===== config.mk =====
export PLATFORM = sky130hd
export DESIGN_NAME = global_reset_sequencer
export DESIGN_NICKNAME = d
export VERILOG_FILES = /design/src/rtl/global_reset_pkg.sv /design/src/rtl/reset_source_sync.sv /design/src/rtl/global_reset_sequencer.sv
export SDC_FILE = /design/constraint.sdc
export NUM_CORES = 1
export LEC_CHECK = 0
export ABC_AREA = 1
export BUFFER_PORTS_ARGS = -buffer_cell sky130_fd_sc_hd__buf_2
export CORE_MARGIN = 10
export CORE_UTILIZATION = 25
export DETAILED_ROUTE_END_ITERATION = 12
export PLACE_DENSITY_LB_ADDON = 0.3
export SYNTH_ARGS = -nofsm -noshare
export SYNTH_HDL_FRONTEND = slang
export SYNTH_HIERARCHICAL = 1
export SYNTH_SLANG_ARGS = --single-unit

===== constraint.sdc =====
create_clock -name clk -period 3 [get_ports clk]
set_input_delay 0.6 -clock clk [delete_from_list [all_inputs] [get_ports clk]]
set_output_delay 0.6 -clock clk [all_outputs]
set_load 0.02 [all_outputs]

===== src/rtl/global_reset_pkg.sv =====
// Shared types and constants for the global reset sequencer.
package global_reset_pkg;

    typedef enum logic [1:0] {
        HOLD,
        RELEASE,
        RUN
    } seq_state_t;

    localparam int SYNC_STAGES = 2;

    // Ceiling log2; returns 0 for value <= 1.
    function automatic int clog2(input int value);
        int result;
        result = 0;
        for (int v = value - 1; v > 0; v = v >> 1) begin
            result++;
        end
        return result;
    endfunction

endpackage


===== src/rtl/reset_source_sync.sv =====
// Single-bit reset-request synchroniser; flops clear to 0 so a source reads as asserted during reset.
module reset_source_sync
    import global_reset_pkg::*;
#(
    parameter int DEPTH = SYNC_STAGES
) (
    input  logic clk,
    input  logic resetn,
    input  logic src,
    output logic sync
);

    logic [DEPTH-1:0] chain;

    always_ff @(posedge clk or negedge resetn) begin
        if (!resetn) begin
            chain <= '0;
        end else begin
            chain <= {chain[DEPTH-2:0], src};
        end
    end

    assign sync = chain[DEPTH-1];

endmodule


===== src/rtl/global_reset_sequencer.sv =====
// Merges async reset sources, holds reset, then releases NUM_STAGES domains in order.
// Optional stuck-source watchdog enabled by `define RESET_SEQ_WATCHDOG_EN.
module global_reset_sequencer
    import global_reset_pkg::*;
#(
    parameter int RESET_SOURCES_WIDTH = 3,
    parameter int RESET_COUNTER_WIDTH = 8,
    parameter int NUM_STAGES          = 3,
    parameter int STAGE_DELAY_WIDTH   = 4
) (
    input  logic                           clk,
    input  logic                           resetn,
    input  logic [RESET_SOURCES_WIDTH-1:0] resetn_sources,
    input  logic [RESET_SOURCES_WIDTH-1:0] source_mask,
    input  logic                           cause_clear,
    output logic [NUM_STAGES-1:0]          stage_resetn,
    output logic                           global_resetn,
    output logic [RESET_SOURCES_WIDTH-1:0] reset_cause,
    output logic                           busy,
    output logic                           source_stuck
);

    localparam int IDX_W = (clog2(NUM_STAGES) > 0) ? clog2(NUM_STAGES) : 1;

    logic [RESET_SOURCES_WIDTH-1:0] sync_src;
    logic                           fault;
    logic                           fault_q;
    seq_state_t                     state, state_next;
    logic [RESET_COUNTER_WIDTH-1:0] hold_cnt, hold_next;
    logic [STAGE_DELAY_WIDTH-1:0]   gap_cnt, gap_next;
    logic [IDX_W-1:0]               stage_idx, idx_next;
    logic [NUM_STAGES-1:0]          stage_next;
    logic                           busy_next;
    logic [RESET_SOURCES_WIDTH-1:0] cause_next;

    for (genvar i = 0; i < RESET_SOURCES_WIDTH; i++) begin : g_sync
        reset_source_sync u_sync (
            .clk    (clk),
            .resetn (resetn),
            .src    (resetn_sources[i]),
            .sync   (sync_src[i])
        );
    end

    assign fault = |(~sync_src & ~source_mask);

    always_ff @(posedge clk or negedge resetn) begin
        if (!resetn) begin
            state        <= HOLD;
            fault_q      <= 1'b1;
            hold_cnt     <= '0;
            gap_cnt      <= '0;
            stage_idx    <= '0;
            stage_resetn <= '0;
            busy         <= 1'b1;
            reset_cause  <= '0;
        end else begin
            state        <= state_next;
            fault_q      <= fault;
            hold_cnt     <= hold_next;
            gap_cnt      <= gap_next;
            stage_idx    <= idx_next;
            stage_resetn <= stage_next;
            busy         <= busy_next;
            reset_cause  <= cause_next;
        end
    end

    // The hold count only starts once the sources have been clean for a full registered cycle.
    always_comb begin
        state_next = state;
        hold_next  = hold_cnt;
        gap_next   = gap_cnt;
        idx_next   = stage_idx;
        stage_next = stage_resetn;
        case (state)
            HOLD: begin
                stage_next = '0;
                if (fault || fault_q) begin
                    hold_next = '0;
                end else if (&hold_cnt) begin
                    stage_next[0] = 1'b1;
                    idx_next      = IDX_W'(1);
                    gap_next      = '0;
                    hold_next     = '0;
                    state_next    = (NUM_STAGES == 1) ? RUN : RELEASE;
                end else begin
                    hold_next = hold_cnt + 1'b1;
                end
            end
            RELEASE: begin
                if (fault) begin
                    stage_next = '0;
                    hold_next  = '0;
                    state_next = HOLD;
                end else if (&gap_cnt) begin
                    stage_next[stage_idx] = 1'b1;
                    gap_next              = '0;
                    idx_next              = stage_idx + IDX_W'(1);
                    if (stage_idx == IDX_W'(NUM_STAGES - 1)) begin
                        state_next = RUN;
                    end
                end else begin
                    gap_next = gap_cnt + 1'b1;
                end
            end
            RUN: begin
                if (fault) begin
                    stage_next = '0;
                    hold_next  = '0;
                    state_next = HOLD;
                end else begin
                    stage_next = '1;
                end
            end
            default: begin
                stage_next = '0;
                hold_next  = '0;
                state_next = HOLD;
            end
        endcase
        busy_next  = (state_next != RUN);
        // A source still low on the clearing cycle keeps its bit set.
        cause_next = (reset_cause & ~{RESET_SOURCES_WIDTH{cause_clear}})
                   | (~sync_src & ~source_mask);
    end

    assign global_resetn = stage_resetn[NUM_STAGES-1];

`ifdef RESET_SEQ_WATCHDOG_EN
    logic [RESET_COUNTER_WIDTH+3:0] wd_cnt;
    logic                           stuck;
    logic                           wd_run;

    assign wd_run = (state == HOLD) && fault;

    always_ff @(posedge clk or negedge resetn) begin
        if (!resetn) begin
            wd_cnt <= '0;
            stuck  <= 1'b0;
        end else begin
            wd_cnt <= wd_run ? wd_cnt + 1'b1 : '0;
            if (wd_run && (&wd_cnt)) begin
                stuck <= 1'b1;
            end else if (cause_clear) begin
                stuck <= 1'b0;
            end
        end
    end

    assign source_stuck = stuck;
`else
    assign source_stuck = 1'b0;
`endif

endmodule


==> impl_results.rst, run 1 <==
.. list-table::
   :header-rows: 1

   * - Metric
     - Value
   * - Remaining max-slew budget at the tightest pin
     - 54.3%
   * - Maximum vdd drop
     - 0.271 mV
   * - Fraction of the yosys area taken by sequential cells
     - 46.6%
   * - Number of antenna violations at the first check in global routing
     - 0
   * - Max-capacitance violation count
     - 0
   * - Critical Path RT
     - 3.17 ns
   * - Hold WS
     - 0.348 ns
   * - Remaining routing DRC violations
     - 0
   * - Timing-limited maximum frequency
     - 600 MHz
   * - DRT iter0 DRCs
     - 55
   * - Run status
     - finished, final reports clean
   * - Die height
     - 100 um
   * - Path type of the worst min-delay path
     - in2async
   * - Post-layout util
     - 29.4%
   * - Number of buffers added to fix hold violations after cts
     - 0
   * - Slew Viols, Final
     - 0
   * - Setup slack after layout
     - 1.33 ns
   * - Final setup violation count
     - 0
   * - Root Driver
     - sky130_fd_sc_hd__clkbuf_8
   * - Proportion of layout cells with a drive suffix above 1
     - 21.5%
   * - TNS Setup
     - 0 ns
   * - Num rows
     - 29
   * - Total power divided by cell area
     - 511 mW/mm2
   * - Detail-routed via count per cell
     - 4.17
   * - Overall routed net length
     - 3140 um
   * - Wire length of the first global-routing pass
     - 5350 um
   * - TritonCTS clock tree
     - done
   * - Maximum fanout along the worst path
     - 11
   * - Seq cells post-synth
     - 30
   * - Endpoint class of the critical path
     - register
   * - Maximum buffer depth of the clock tree
     - 2
   * - Most frequent standard cell in the layout excluding fill and tap cells
     - sky130_fd_sc_hd__nand2_1
   * - Number of sinks driven by the clock tree
     - 30
   * - Total area of sequential cells
     - 753 um2
   * - Number of buffers inserted during clock tree synthesis
     - 5
   * - X dimension of the die
     - 100 um
   * - Number of hold-slack violations in the final timing report
     - 0
   * - Cell type with the highest aggregate area in the netlist
     - sky130_fd_sc_hd__dfrtp_1
   * - Latest clock arrival within the worst-skew pair
     - 0.28 ns
   * - Type of origin of the critical path
     - register
   * - Quantity of gates resized following cts
     - 0
   * - Maximum number of pins on one net before global-route repair
     - 31
   * - RSZ-0062 raised after global routing
     - false
   * - Core area
     - 0.00631 mm2
   * - Number of distinct standard cells referenced by the synthesized netlist
     - 25
   * - Count of mapped cells out of synthesis
     - 194
   * - Filler cell count
     - 721
   * - Syn nets
     - 212
   * - Placer Congestion
     - 0.803
   * - Post-CTS Setup Inserts
     - 0
   * - Setup slack after placement
     - 1.35 ns
   * - Diode insertion count for antenna repair
     - 0
   * - Worst Setup Path Type
     - reg2reg
   * - Quantity of I/O buffers inserted on ports
     - 16
   * - Via Count
     - 1214
   * - Routed WL per cell
     - 10.8 um
   * - Transition time at the pin with the least slew margin
     - 0.685 ns
   * - Data arrival time at the worst-slack endpoint
     - 1.84 ns
   * - Period utilization
     - 55.6%
   * - Initial cell density of the core
     - 25.6%
   * - Total area of multi-input combinational cells
     - 726 um2
   * - GRT Overall Usage
     - 6.53%
   * - Summed instance area of the synthesized netlist
     - 0.00162 mm2
   * - Number of detailed-route iterations in the first pass
     - 4
   * - Die Area
     - 0.0101 mm2
   * - Relative area change from synthesis to final layout
     - 14.9%
   * - Net total in the final layout
     - 231
   * - Most used cells in the layout excluding fill and tap cells
     - sky130_fd_sc_hd__nand2_1 (47), sky130_fd_sc_hd__dfrtp_1 (28), sky130_fd_sc_hd__inv_1 (26), sky130_fd_sc_hd__buf_2 (16), sky130_fd_sc_hd__nand3_1 (14)
   * - Count of nets left with antenna violations after detail routing
     - 0
   * - Post-layout total power
     - 950 uW
   * - P_leak
     - 0.926 nW
   * - GR Overflow Total
     - 0
   * - Post-synthesis average cell area
     - 8.34 um2
   * - Number of warnings issued by yosys
     - 6
   * - Total half-perimeter wirelength after legalization and detailed placement
     - 2360 um
   * - Final critical path time including I/O delays and setup
     - 1.67 ns
   * - Area contributors post-synth
     - sky130_fd_sc_hd__dfrtp_1 (43%), sky130_fd_sc_hd__nand2_1 (11%), sky130_fd_sc_hd__ha_1 (7.0%)
   * - Top-level port count
     - 18
   * - Maximum clock skew at final layout
     - 0.00488 ns
   * - Vias in the first global route
     - 1182
   * - CTS HTree Levels
     - 2
   * - Share of the synthesized area in the top cell type
     - 43.3%
   * - Post-CTS clock slew at the launch and capture registers of the worst setup and hold paths
     - 0.07 ns
power breakdown:
part	leakage, nW	switching [mW]	internal [mW]
sequential	0.392	0.0178	0.434
clock	0.0472	0.154	0.184
combinational	0.487	0.112	0.0479
total	0.926	0.284	0.666
cells by family (layout without fill, tap and decap cells):
| group | after synthesis | in the layout | share of synthesized area, % |
|---|---|---|---|
| flip-flops | 30 | 30 | 46.6 |
| AND/OR/NAND/NOR | 94 | 94 | 28.4 |
| AO/OA/AOI/OAI | 26 | 26 | 8.74 |
| XOR/XNOR | 1 | 1 | 0.541 |
| other | 1 | 1 | 0.232 |
| buffers and inverters | 33 | 53 | 8.58 |
| adder cells (fa/ha/maj) | 9 | 9 | 6.96 |
through the flow:
step / cells / cell area, um2
floorplan: 194 / 1620
global placement: 283 / 1760
detailed placement: 283 / 1760
CTS: 291 / 1860
global route: 291 / 1860
finish: 291 / 1860
critical path, cell delays in order (launching register included):
cell	delay [ns]
sky130_fd_sc_hd__dfrtp_1	0.43
sky130_fd_sc_hd__inv_1	0.13
sky130_fd_sc_hd__ha_1	0.40
sky130_fd_sc_hd__inv_1	0.09
sky130_fd_sc_hd__nor2_2	0.20
sky130_fd_sc_hd__nand2_1	0.09
sky130_fd_sc_hd__nand2_1	0.08
sky130_fd_sc_hd__inv_2	0.04
sky130_fd_sc_hd__nand2_1	0.06
sky130_fd_sc_hd__nand2_1	0.04
layout make-up:
| class | instances | area share, % |
|---|---|---|
| flip-flops and latches | 30 | 40.5 |
| multi-input cells | 131 | 39.0 |
| inverters | 29 | 5.85 |
| well taps | 77 | 5.18 |
| clock buffers | 6 | 4.44 |
| repair buffers | 16 | 4.31 |
| clock inverters | 2 | 0.673 |
layer usage:
layer  routed length, um  vias to the layer above  global-route usage, %
met5                   0                        -                      0
met4                  53                        0                   2.61
met3                 135                        5                   2.47
met2                1390                       18                   9.94
met1                1560                      542                   8.12
li1                    -                      649                      -
final timing paths:
check / end / slack, ns / cells past startpoint / startpoint
worst max-delay path: stage_resetn[0]$_DFFE_PN0P_ / 1.33 / 9 / state[1]$_DFF_PN0_
worst min-delay path: stage_resetn[2]$_DFFE_PN0P_ / 0.35 / 1 / resetn
worst max register to register: stage_resetn[0]$_DFFE_PN0P_ / 1.33 / 9 / state[1]$_DFF_PN0_
worst min register to register: g_sync[0].u_sync/chain[1]$_DFF_PN0_ / 0.35 / 0 / g_sync[0].u_sync/chain[0]$_DFF_PN0_
max in group asynchronous: reset_cause[0]$_DFF_PN0_ / 2.20 / 1 / resetn
min in group clk: g_sync[0].u_sync/chain[1]$_DFF_PN0_ / 0.35 / 0 / g_sync[0].u_sync/chain[0]$_DFF_PN0_
sequential cells by signal, indices dropped and copies added (netlist names):
signal               cells
busy                     1
fault_q                  1
g_sync.u_sync/chain      6
gap_cnt                  4
hold_cnt                 8
reset_cause              3
stage_idx                2
stage_resetn             3
state                    2
Yosys cell counts, drive strengths merged:
cell and instances:
clkbuf 1, dfstp 2, ha 9, conb 1, dfrtp 28, inv 29
nand2 52, buf 3, nand3b 1, nand4 5, xnor2 1, nor2 17
or2 1, nand3 18, o21ai 19, a21oi 7
(Power assumes the default switching activity.)
==> run 2, diff against run 1 <==
Settings changed: ABC_AREA 1 to 0.
Clock period 3 ns to 1.7 ns, I/O delays scaled along.
==> run 2 against run 1 <==
  * Die area fell by 1.7%
  * Power rose by 87%
  * Global-route usage rose by 0.83 points
  * Core utilization rose by 4.9 points
  * Sequential power rose by 65%
  * Clock power rose to 2.7 times the previous value
  * First-iteration DRC count rose by 35%
  * Routed wire length rose by 10%
  * Clock skew rose by 0.0039 ns
  * Count of clock-buffer cells in the layout did not move
  * Critical path depth fell by 3
  * Synthesized cell count fell by 26%
  * Critical endpoint unchanged
  * Largest cell class is now multi-input combinational cells
  * Largest power group is now clock
  * Highest routed layer unchanged
==> impl_results.rst, run 2 <==
.. list-table::
   :header-rows: 1

   * - Metric
     - Value
   * - Worst Setup Path Type
     - reg2reg
   * - Setup slack after placement
     - -0.00258 ns (-1.35 ns)
   * - Remaining max-slew budget at the tightest pin
     - 55.5% (+1.1 points)
   * - Endpoint class of the critical path
     - register
   * - Cell type with the highest aggregate area in the netlist
     - sky130_fd_sc_hd__dfrtp_1
   * - Flop2flop setup slack
     - 0.05 ns (-1.28 ns)
   * - Hold WS
     - 0.0866 ns (-0.261 ns)
   * - Part of the power in combinational logic
     - 7.1% (-9.7 points)
   * - Total area of sequential cells
     - 753 um2 (unchanged)
   * - Number of flops mapped to enable cells by yosys
     - 0 (unchanged)
   * - Crit path cell chain
     - ha_1 -> nand3_1 -> buf_4 -> nor3_1 -> a221o_1 -> a22o_1
   * - Timing-limited maximum frequency
     - 607 MHz (+1.2%)
   * - Critical Path RT
     - 1.86 ns (-1.31 ns)
   * - Maximum vdd drop
     - 0.509 mV (+88%)
   * - Num rows
     - 28 (-3.4%)
   * - Number of buffers inserted during clock tree synthesis
     - 5 (unchanged)
   * - Period utilization
     - 96.9% (+41 points)
   * - Net total in the final layout
     - 201 (-13%)
   * - DRT iter0 DRCs
     - 74 (+35%)
   * - RSZ-0062 raised after global routing
     - false
   * - Setup slack after layout
     - 0.0535 ns (-1.28 ns)
   * - List of most frequent post-synthesis cells
     - sky130_fd_sc_hd__dfrtp_1 (28), sky130_fd_sc_hd__ha_1 (9), sky130_fd_sc_hd__a21oi_1 (8), sky130_fd_sc_hd__inv_1 (8), sky130_fd_sc_hd__nor2_1 (8)
   * - Cell class contributing the biggest share of worst-path delay
     - compound AO/OA/AOI/OAI gates
   * - GRT Overall Usage
     - 7.36% (+0.83 points)
   * - Remaining routing DRC violations
     - 0 (unchanged)
   * - Number of sinks driven by the clock tree
     - 30 (unchanged)
   * - Number of antenna violations at the first check in global routing
     - 0 (unchanged)
   * - CTS HTree Levels
     - 2 (unchanged)
   * - Post-layout total power
     - 1.78 mW (+87%)
   * - Part of the total power dissipated in the clock network
     - 50.9% (+15 points)
   * - Sequential group share of total power
     - 42.0% (-5.6 points)
   * - Filler cell count
     - 617 (-14%)
   * - Root Driver
     - sky130_fd_sc_hd__clkbuf_8
   * - Via Count
     - 1215 (+0.082%)
   * - Overall routed net length
     - 3460 um (+10%)
   * - Syn nets
     - 162 (-24%)
   * - Top-level port count
     - 18 (unchanged)
   * - Total half-perimeter wirelength after legalization and detailed placement
     - 2680 um (+13%)
   * - Buffers plus inverters on the worst setup path
     - 1 (-2)
   * - Slew Viols, Final
     - 0 (unchanged)
   * - Wire length of the first global-routing pass
     - 5950 um (+11%)
   * - Number of warnings issued by yosys
     - 6 (unchanged)
   * - Number of hold-slack violations in the final timing report
     - 0 (unchanged)
   * - Number of cells on the worst reg-to-reg path
     - 6 (-3)
   * - Worst reg2reg endpoint
     - stage_resetn[0]$_DFFE_PN0P_
   * - Fraction of synthesis flops using an asynchronous set or reset pin
     - 100% (unchanged)
   * - Largest registers
     - hold_cnt (8), g_sync.u_sync/chain (6), gap_cnt (4)
   * - Cell with the largest stage delay on the worst path
     - sky130_fd_sc_hd__dfrtp_1
   * - P_leak
     - 0.967 nW (+4.4%)
   * - Die height
     - 99.6 um (-0.87%)
   * - Maximum number of pins on one net before global-route repair
     - 31 (unchanged)
   * - Transition time at the pin with the least slew margin
     - 0.668 ns (-0.0170 ns)
   * - Maximum buffer depth of the clock tree
     - 2 (unchanged)
   * - Initial cell density of the core
     - 26.3% (+0.64 points)
   * - Most flops, register
     - hold_cnt
   * - Data arrival time at the worst-slack endpoint
     - 1.81 ns (-0.03 ns)
   * - Proportion of layout cells with a drive suffix above 1
     - 38.0% (+17 points)
   * - Count of mapped cells out of synthesis
     - 144 (-26%)
   * - Summed instance area of the synthesized netlist
     - 0.00158 mm2 (-2.2%)
   * - Longest individual stage delay on the worst path
     - 0.39 ns (-0.04 ns)
   * - Flip-flop count of the largest register, all copies and words added
     - 8 (unchanged)
   * - Post-CTS clock slew at the launch and capture registers of the worst setup and hold paths
     - 0.07 ns (about the same)
   * - TritonCTS clock tree
     - done
   * - Maximum clock skew at final layout
     - 0.00878 ns (+0.00391 ns)
   * - GR Overflow Total
     - 0 (unchanged)
   * - Core area
     - 0.00603 mm2 (-4.6%)
   * - Most repeated cell in the gate-level netlist after synthesis
     - sky130_fd_sc_hd__dfrtp_1
   * - Post-layout util
     - 34.4% (+4.9 points)
   * - Critical path capture point
     - stage_resetn[0]$_DFFE_PN0P_
   * - X dimension of the die
     - 99.6 um (-0.87%)
   * - Placer Congestion
     - 0.749 (-6.7%)
   * - Share of the synthesized area in the top cell type
     - 44.3% (+0.96 points)
   * - Final cell count without fillers
     - 259 (-11%)
   * - Path type of the worst min-delay path
     - in2async
   * - Type of origin of the critical path
     - register
   * - Seq cells post-synth
     - 30 (unchanged)
   * - Launch point of the worst path
     - hold_cnt[0]$_DFFE_PN0P_
   * - Number of buffers added to fix hold violations after cts
     - 0 (unchanged)
   * - Final setup violation count
     - 0 (unchanged)
   * - Fraction of the yosys area taken by sequential cells
     - 47.6% (+1.0 points)
   * - Reg2Reg Launch Point
     - hold_cnt[0]$_DFFE_PN0P_
   * - Most frequently used flop master after synthesis
     - sky130_fd_sc_hd__dfrtp_1
   * - Run status
     - finished, final reports clean
   * - Total area of multi-input combinational cells
     - 807 um2 (+11%)
   * - Detail-routed via count per cell
     - 4.69 (+12%)
   * - Relative area change from synthesis to final layout
     - 30.8%
   * - Switching portion of total power
     - 20.9% (-9.0 points)
   * - Max-capacitance violation count
     - 0 (unchanged)
   * - Routed WL per cell
     - 13.4 um (+24%)
   * - Post-synthesis average cell area
     - 11.0 um2 (+32%)
   * - Final critical path time including I/O delays and setup
     - 1.65 ns (-0.0204 ns)
   * - Count of nets left with antenna violations after detail routing
     - 0 (unchanged)
   * - Number of gates on the worst path with buffers counted
     - 6 (-3)
   * - Maximum fanout along the worst path
     - 3 (-8)
   * - Area contributors post-synth
     - sky130_fd_sc_hd__dfrtp_1 (44%), sky130_fd_sc_hd__ha_1 (7.1%), sky130_fd_sc_hd__dfstp_2 (3.3%)
   * - Net switching power
     - 371 uW (+31%)
   * - Number of distinct standard cells referenced by the synthesized netlist
     - 55 (+120%)
   * - Die Area
     - 0.00991 mm2 (-1.7%)
   * - Latest clock arrival within the worst-skew pair
     - 0.28 ns (about the same)
   * - Quantity of I/O buffers inserted on ports
     - 16 (unchanged)
   * - Int Power
     - 1.41 mW (+110%)
   * - Total power divided by cell area
     - 858 mW/mm2 (+68%)
   * - Most frequent standard cell in the layout excluding fill and tap cells
     - sky130_fd_sc_hd__dfrtp_1
   * - Placed Cells
     - 248 (-12%)
   * - Vias in the first global route
     - 1253 (+6.0%)
   * - Number of detailed-route iterations in the first pass
     - 4 (unchanged)
   * - Diode insertion count for antenna repair
     - 0 (unchanged)
   * - Most used cells in the layout excluding fill and tap cells
     - sky130_fd_sc_hd__dfrtp_1 (28), sky130_fd_sc_hd__buf_4 (21), sky130_fd_sc_hd__buf_2 (16), sky130_fd_sc_hd__inv_1 (8), sky130_fd_sc_hd__nor2_1 (8)
[run 2: changes by cell type in the layout (fill, tap and decap cells not counted), moves of 4 or more]
| cell | before | now |
|---|---|---|
| sky130_fd_sc_hd__a31oi_1 | 0 | 4 |
| sky130_fd_sc_hd__buf_4 | 0 | 21 |
| sky130_fd_sc_hd__inv_1 | 26 | 8 |
| sky130_fd_sc_hd__nand2_1 | 47 | 1 |
| sky130_fd_sc_hd__nand2_2 | 5 | 1 |
| sky130_fd_sc_hd__nand3_1 | 14 | 4 |
| sky130_fd_sc_hd__o21ai_0 | 11 | 7 |
| sky130_fd_sc_hd__o21ai_1 | 7 | 0 |
[run 2: repair_timing]
action | CTS | global route
gates resized for setup | 1 | 8
setup endpoints to repair | 1 | 12
pin swaps | 0 | 1
buffers inserted | 0 | 3
[run 2: metrics by stage]
step                area (um2)  TNS [ns]
floorplan                 1590         0
global placement          1870         0
detailed placement        1870  -0.00258
CTS                       2010         0
global route              2070         0
finish                    2070         0
[run 2: cells by family after synthesis]
| family | after synthesis | share of synthesized area, % |
|---|---|---|
| AOI/OAI and AO/OA | 47 | 23.1 |
| and+or+nand+nor | 40 | 15.9 |
| DFF | 30 | 47.6 |
| buffers and inverters | 14 | 4.03 |
| adders and majority gates | 9 | 7.11 |
| xor gates and xnor gates | 2 | 1.11 |
| other | 1 | 0.237 |
| muxes | 1 | 0.948 |
[run 2: final cells by class]
type                            count  share of cell area (%)
Multi-Input combinational cell    100                    39.0
Sequential cell                    30                    36.4
Timing Repair Buffer               37                    11.5
Tap cell                           75                    4.53
Clock buffer                        6                    3.99
Clock inverter                      2                    2.90
Inverter                            9                    1.75
[run 2: worst reg2reg max path: cells and delay by family, from the launching register on]
kind                       cells  cell delay, ns
AOI/OAI and AO/OA              2            0.53
DFF                            1            0.39
and+or+nand+nor                2            0.24
adders and majority gates      1            0.21
buffers and inverters          1            0.16
[run 2: power by group through the flow]
stage	registers, mW	clock network [mW]	logic, mW
2_1_floorplan	0.768	0	0.0581
3_3_place_gp	0.760	0	0.128
3_5_place_dp	0.759	0	0.127
4_1_cts	0.746	0.931	0.128
5_1_grt	0.748	0.954	0.142
6_report	0.746	0.905	0.127
[run 2: worst min path at each step]
stage / startpoint / endpoint
2_1_floorplan: resetn / g_sync[0].u_sync/chain[0]$_DFF_PN0_
3_5_place_dp: g_sync[2].u_sync/chain[0]$_DFF_PN0_ / g_sync[2].u_sync/chain[1]$_DFF_PN0_
5_1_grt: resetn / hold_cnt[5]$_DFFE_PN0P_
6_report: resetn / hold_cnt[5]$_DFFE_PN0P_
4_1_cts: resetn / hold_cnt[5]$_DFFE_PN0P_
3_3_place_gp: g_sync[2].u_sync/chain[0]$_DFF_PN0_ / g_sync[2].u_sync/chain[1]$_DFF_PN0_
[run 2: per-layer routing]
metal | vias to the layer above | track usage (%) | wire length [um]
met4 | 0 | 2.98 | 43
met5 | - | 0 | 0
met1 | 580 | 9.39 | 1770
li1 | 616 | - | -
met3 | 5 | 2.98 | 117
met2 | 14 | 10.7 | 1530
==> run 3, diff against run 2 <==
Settings changed: ABC_AREA 0 to 1, RECOVER_POWER from default to 50, REMOVE_ABC_BUFFERS from default to 1.
==> run 3 against run 2 <==
  * Setup slack better by 0.15 ns
  * Non-clock buffer count down 18
  * Critical path type unchanged
  * Combinational power increased by 130%
  * Count of clock-buffer cells in the layout rose by 2
  * Core utilization shrank 4.8 points
  * Via count rose by 3.0%
  * Highest routed layer unchanged
  * Register-to-register slack gained 0.15 ns
  * Largest power group is now sequential cells
  * Power down 8.8%
==> impl_results.rst, run 3 (synthesized netlist as in run 1, its figures left out) <==
.. list-table::
   :header-rows: 1

   * - Metric
     - Value
   * - Number of buffers inserted during clock tree synthesis
     - 5 (unchanged)
   * - Path type of the worst min-delay path
     - in2reg
   * - TNS Setup
     - 0 ns (unchanged)
   * - Remaining max-slew budget at the tightest pin
     - 49.7% (-5.8 points)
   * - WL met1
     - 1440 um (-19%)
   * - Number of buffers added to fix hold violations after cts
     - 0 (unchanged)
   * - CTS HTree Levels
     - 2 (unchanged)
   * - Post-CTS Setup Inserts
     - 0 (unchanged)
   * - Num rows
     - 29 (+3.6%)
   * - Post-layout total power
     - 1.62 mW (-8.8%)
   * - Maximum vdd drop
     - 0.420 mV (-17%)
   * - Final design instance area without fill
     - 0.00186 mm2 (-10%)
   * - Diode insertion count for antenna repair
     - 0 (unchanged)
   * - Wire length on met2
     - 1420 um (-7.4%)
   * - Reg2Reg Launch Point
     - state[1]$_DFF_PN0_
   * - Net total in the final layout
     - 234 (+16%)
   * - Relative area change from synthesis to final layout
     - 15.2%
   * - Routed wl met3
     - 133 um (+14%)
   * - Initial cell density of the core
     - 25.6% (-0.64 points)
   * - Transition time at the pin with the least slew margin
     - 0.755 ns (+0.0871 ns)
   * - Core area
     - 0.00631 mm2 (+4.8%)
   * - GR Overflow Total
     - 0 (unchanged)
   * - GRT Overall Usage
     - 6.52% (-0.85 points)
   * - Area of placed instances
     - 0.00179 mm2 (-4.4%)
   * - Placer Congestion
     - 0.876 (+17%)
   * - Launch point of the worst path
     - state[1]$_DFF_PN0_
   * - Quantity of I/O buffers inserted on ports
     - 16 (unchanged)
   * - TritonCTS clock tree
     - done
   * - Count of nets left with antenna violations after detail routing
     - 0 (unchanged)
   * - Latest clock arrival within the worst-skew pair
     - 0.28 ns (about the same)
   * - Number of hold-slack violations in the final timing report
     - 0 (unchanged)
   * - Top-level port count
     - 18 (unchanged)
   * - Endpoint class of the critical path
     - register
   * - Vias in the first global route
     - 1181 (-5.7%)
   * - Final setup violation count
     - 0 (unchanged)
   * - Via Count
     - 1252 (+3.0%)
   * - Detail-routed via count per cell
     - 4.26 (-9.2%)
   * - Period utilization
     - 88.2% (-8.6 points)
   * - Overall routed net length
     - 3050 um (-12%)
   * - Maximum clock skew at final layout
     - 0.00952 ns (+0.000734 ns)
   * - DRT iter0 DRCs
     - 77 (+4.1%)
   * - Most used cells in the layout excluding fill and tap cells
     - sky130_fd_sc_hd__nand2_1 (47), sky130_fd_sc_hd__dfrtp_1 (28), sky130_fd_sc_hd__inv_1 (26), sky130_fd_sc_hd__buf_2 (16), sky130_fd_sc_hd__nand3_1 (14)
   * - Run status
     - finished, final reports clean
   * - Flip-flop count of the largest register, all copies and words added
     - 8 (unchanged)
   * - Final critical path time including I/O delays and setup
     - 1.50 ns (-0.147 ns)
   * - Max-capacitance violation count
     - 0 (unchanged)
   * - Number of sinks driven by the clock tree
     - 30 (unchanged)
   * - Root Driver
     - sky130_fd_sc_hd__clkbuf_8
   * - Beginning of the worst hold path
     - resetn_sources[1]
   * - Number of cells on the worst reg-to-reg path
     - 8 (+2)
   * - Wire length of the first global-routing pass
     - 5260 um (-12%)
   * - Routed WL per cell
     - 10.4 um (-22%)
   * - Maximum fanout along the worst path
     - 8 (+5)
   * - Slew Viols, Final
     - 0 (unchanged)
   * - Largest registers
     - hold_cnt (8), g_sync.u_sync/chain (6), gap_cnt (4)
   * - Depth of the worst hold-timing path
     - 1
   * - Number of detailed-route iterations in the first pass
     - 4 (unchanged)
   * - Placed Cells
     - 286 (+15%)
   * - Timing-limited maximum frequency
     - 667 MHz (+9.8%)
   * - Filler cell count
     - 690 (+12%)
   * - P_leak
     - 0.933 nW (-3.5%)
   * - Die height
     - 100 um (+0.88%)
   * - Data arrival time at the worst-slack endpoint
     - 1.66 ns (-0.15 ns)
   * - Remaining routing DRC violations
     - 0 (unchanged)
   * - Die Area
     - 0.0101 mm2 (+1.8%)
   * - Total power divided by cell area
     - 869 mW/mm2 (+1.2%)
   * - Quantity of gates resized following cts
     - 0 (-1)
   * - Highest metal used
     - met4
   * - RSZ-0062 raised after global routing
     - false
   * - Worst Setup Path Type
     - reg2reg
   * - Final cell count without fillers
     - 294 (+14%)
   * - Most flops, register
     - hold_cnt
   * - Maximum number of pins on one net before global-route repair
     - 31 (unchanged)
   * - Critical Path RT
     - 1.86 ns (about the same)
   * - Proportion of layout cells with a drive suffix above 1
     - 21.2% (-17 points)
   * - Type of origin of the critical path
     - register
   * - Total half-perimeter wirelength after legalization and detailed placement
     - 2320 um (-13%)
   * - Number of antenna violations at the first check in global routing
     - 0 (unchanged)
   * - Post-CTS clock slew at the launch and capture registers of the worst setup and hold paths
     - 0.06 ns (about the same)
   * - X dimension of the die
     - 100 um (+0.88%)
   * - Most frequent standard cell in the layout excluding fill and tap cells
     - sky130_fd_sc_hd__nand2_1
   * - Maximum buffer depth of the clock tree
     - 2 (unchanged)
==> run 3: changes by cell type in the layout (fill, tap and decap cells not counted), sizes merged, moves of 7 or more <==
cell / before / now
nor2: 10 / 17
nand2: 2 / 52
buf: 37 / 18
o21ai: 9 / 19
inv: 9 / 29
nand3: 4 / 18
==> run 3: cell type report <==
| cell class | count | area [um2] | share of cell area, % |
|---|---|---|---|
| flip-flops and latches | 30 | 753 | 40.4 |
| multi-input cells | 131 | 726 | 38.9 |
| inverters | 29 | 109 | 5.84 |
| repair buffers | 19 | 100 | 5.37 |
| well taps | 77 | 96.3 | 5.17 |
| clock buffers | 8 | 80.1 | 4.30 |
==> run 3: per-layer routing <==
metal	global-route usage, %	vias to the layer above
met1	7.66	560
met3	2.47	6
li1	-	655
met5	0	-
met2	9.94	31
met4	3.70	0
==> run 3: worst max-delay path, cell delays in order, from the launching register on <==
cell,delay [ns]
sky130_fd_sc_hd__dfrtp_1,0.40
sky130_fd_sc_hd__inv_1,0.10
sky130_fd_sc_hd__ha_1,0.23
sky130_fd_sc_hd__inv_1,0.18
sky130_fd_sc_hd__nand2_1,0.12
sky130_fd_sc_hd__o21ai_4,0.09
sky130_fd_sc_hd__nand3_4,0.13
sky130_fd_sc_hd__nand2_1,0.08
sky130_fd_sc_hd__o21ai_1,0.06
==> run 3: power by group <==
| part | switching, mW | internal, mW | total, mW |
|---|---|---|---|
| clock network | 0.244 | 0.290 | 0.534 |
| registers | 0.0297 | 0.767 | 0.797 |
| logic | 0.200 | 0.0891 | 0.289 |
==> run 3: worst paths after layout <==
check | slack (ns) | endpoint
max reg2reg | 0.20 | gap_cnt[1]$_DFFE_PN0P_
max in group asynchronous | 1.01 | g_sync[0].u_sync/chain[1]$_DFF_PN0_
min reg2reg | 0.35 | g_sync[0].u_sync/chain[1]$_DFF_PN0_
max | 0.20 | gap_cnt[1]$_DFFE_PN0P_
min | 0.17 | g_sync[1].u_sync/chain[0]$_DFF_PN0_
min in group asynchronous | 0.21 | hold_cnt[3]$_DFFE_PN0P_
==> run 3: stage by stage <==
step	setup WS, ns	util [%]	hold WS, ns
detailed placement	0.204	28.3	0.338
global placement	0.252	28.3	0.335
finish	0.200	29.5	0.172
CTS	0.200	29.6	0.0786
global route	0.0270	29.5	0.159
floorplan	0.291	-	0.0444
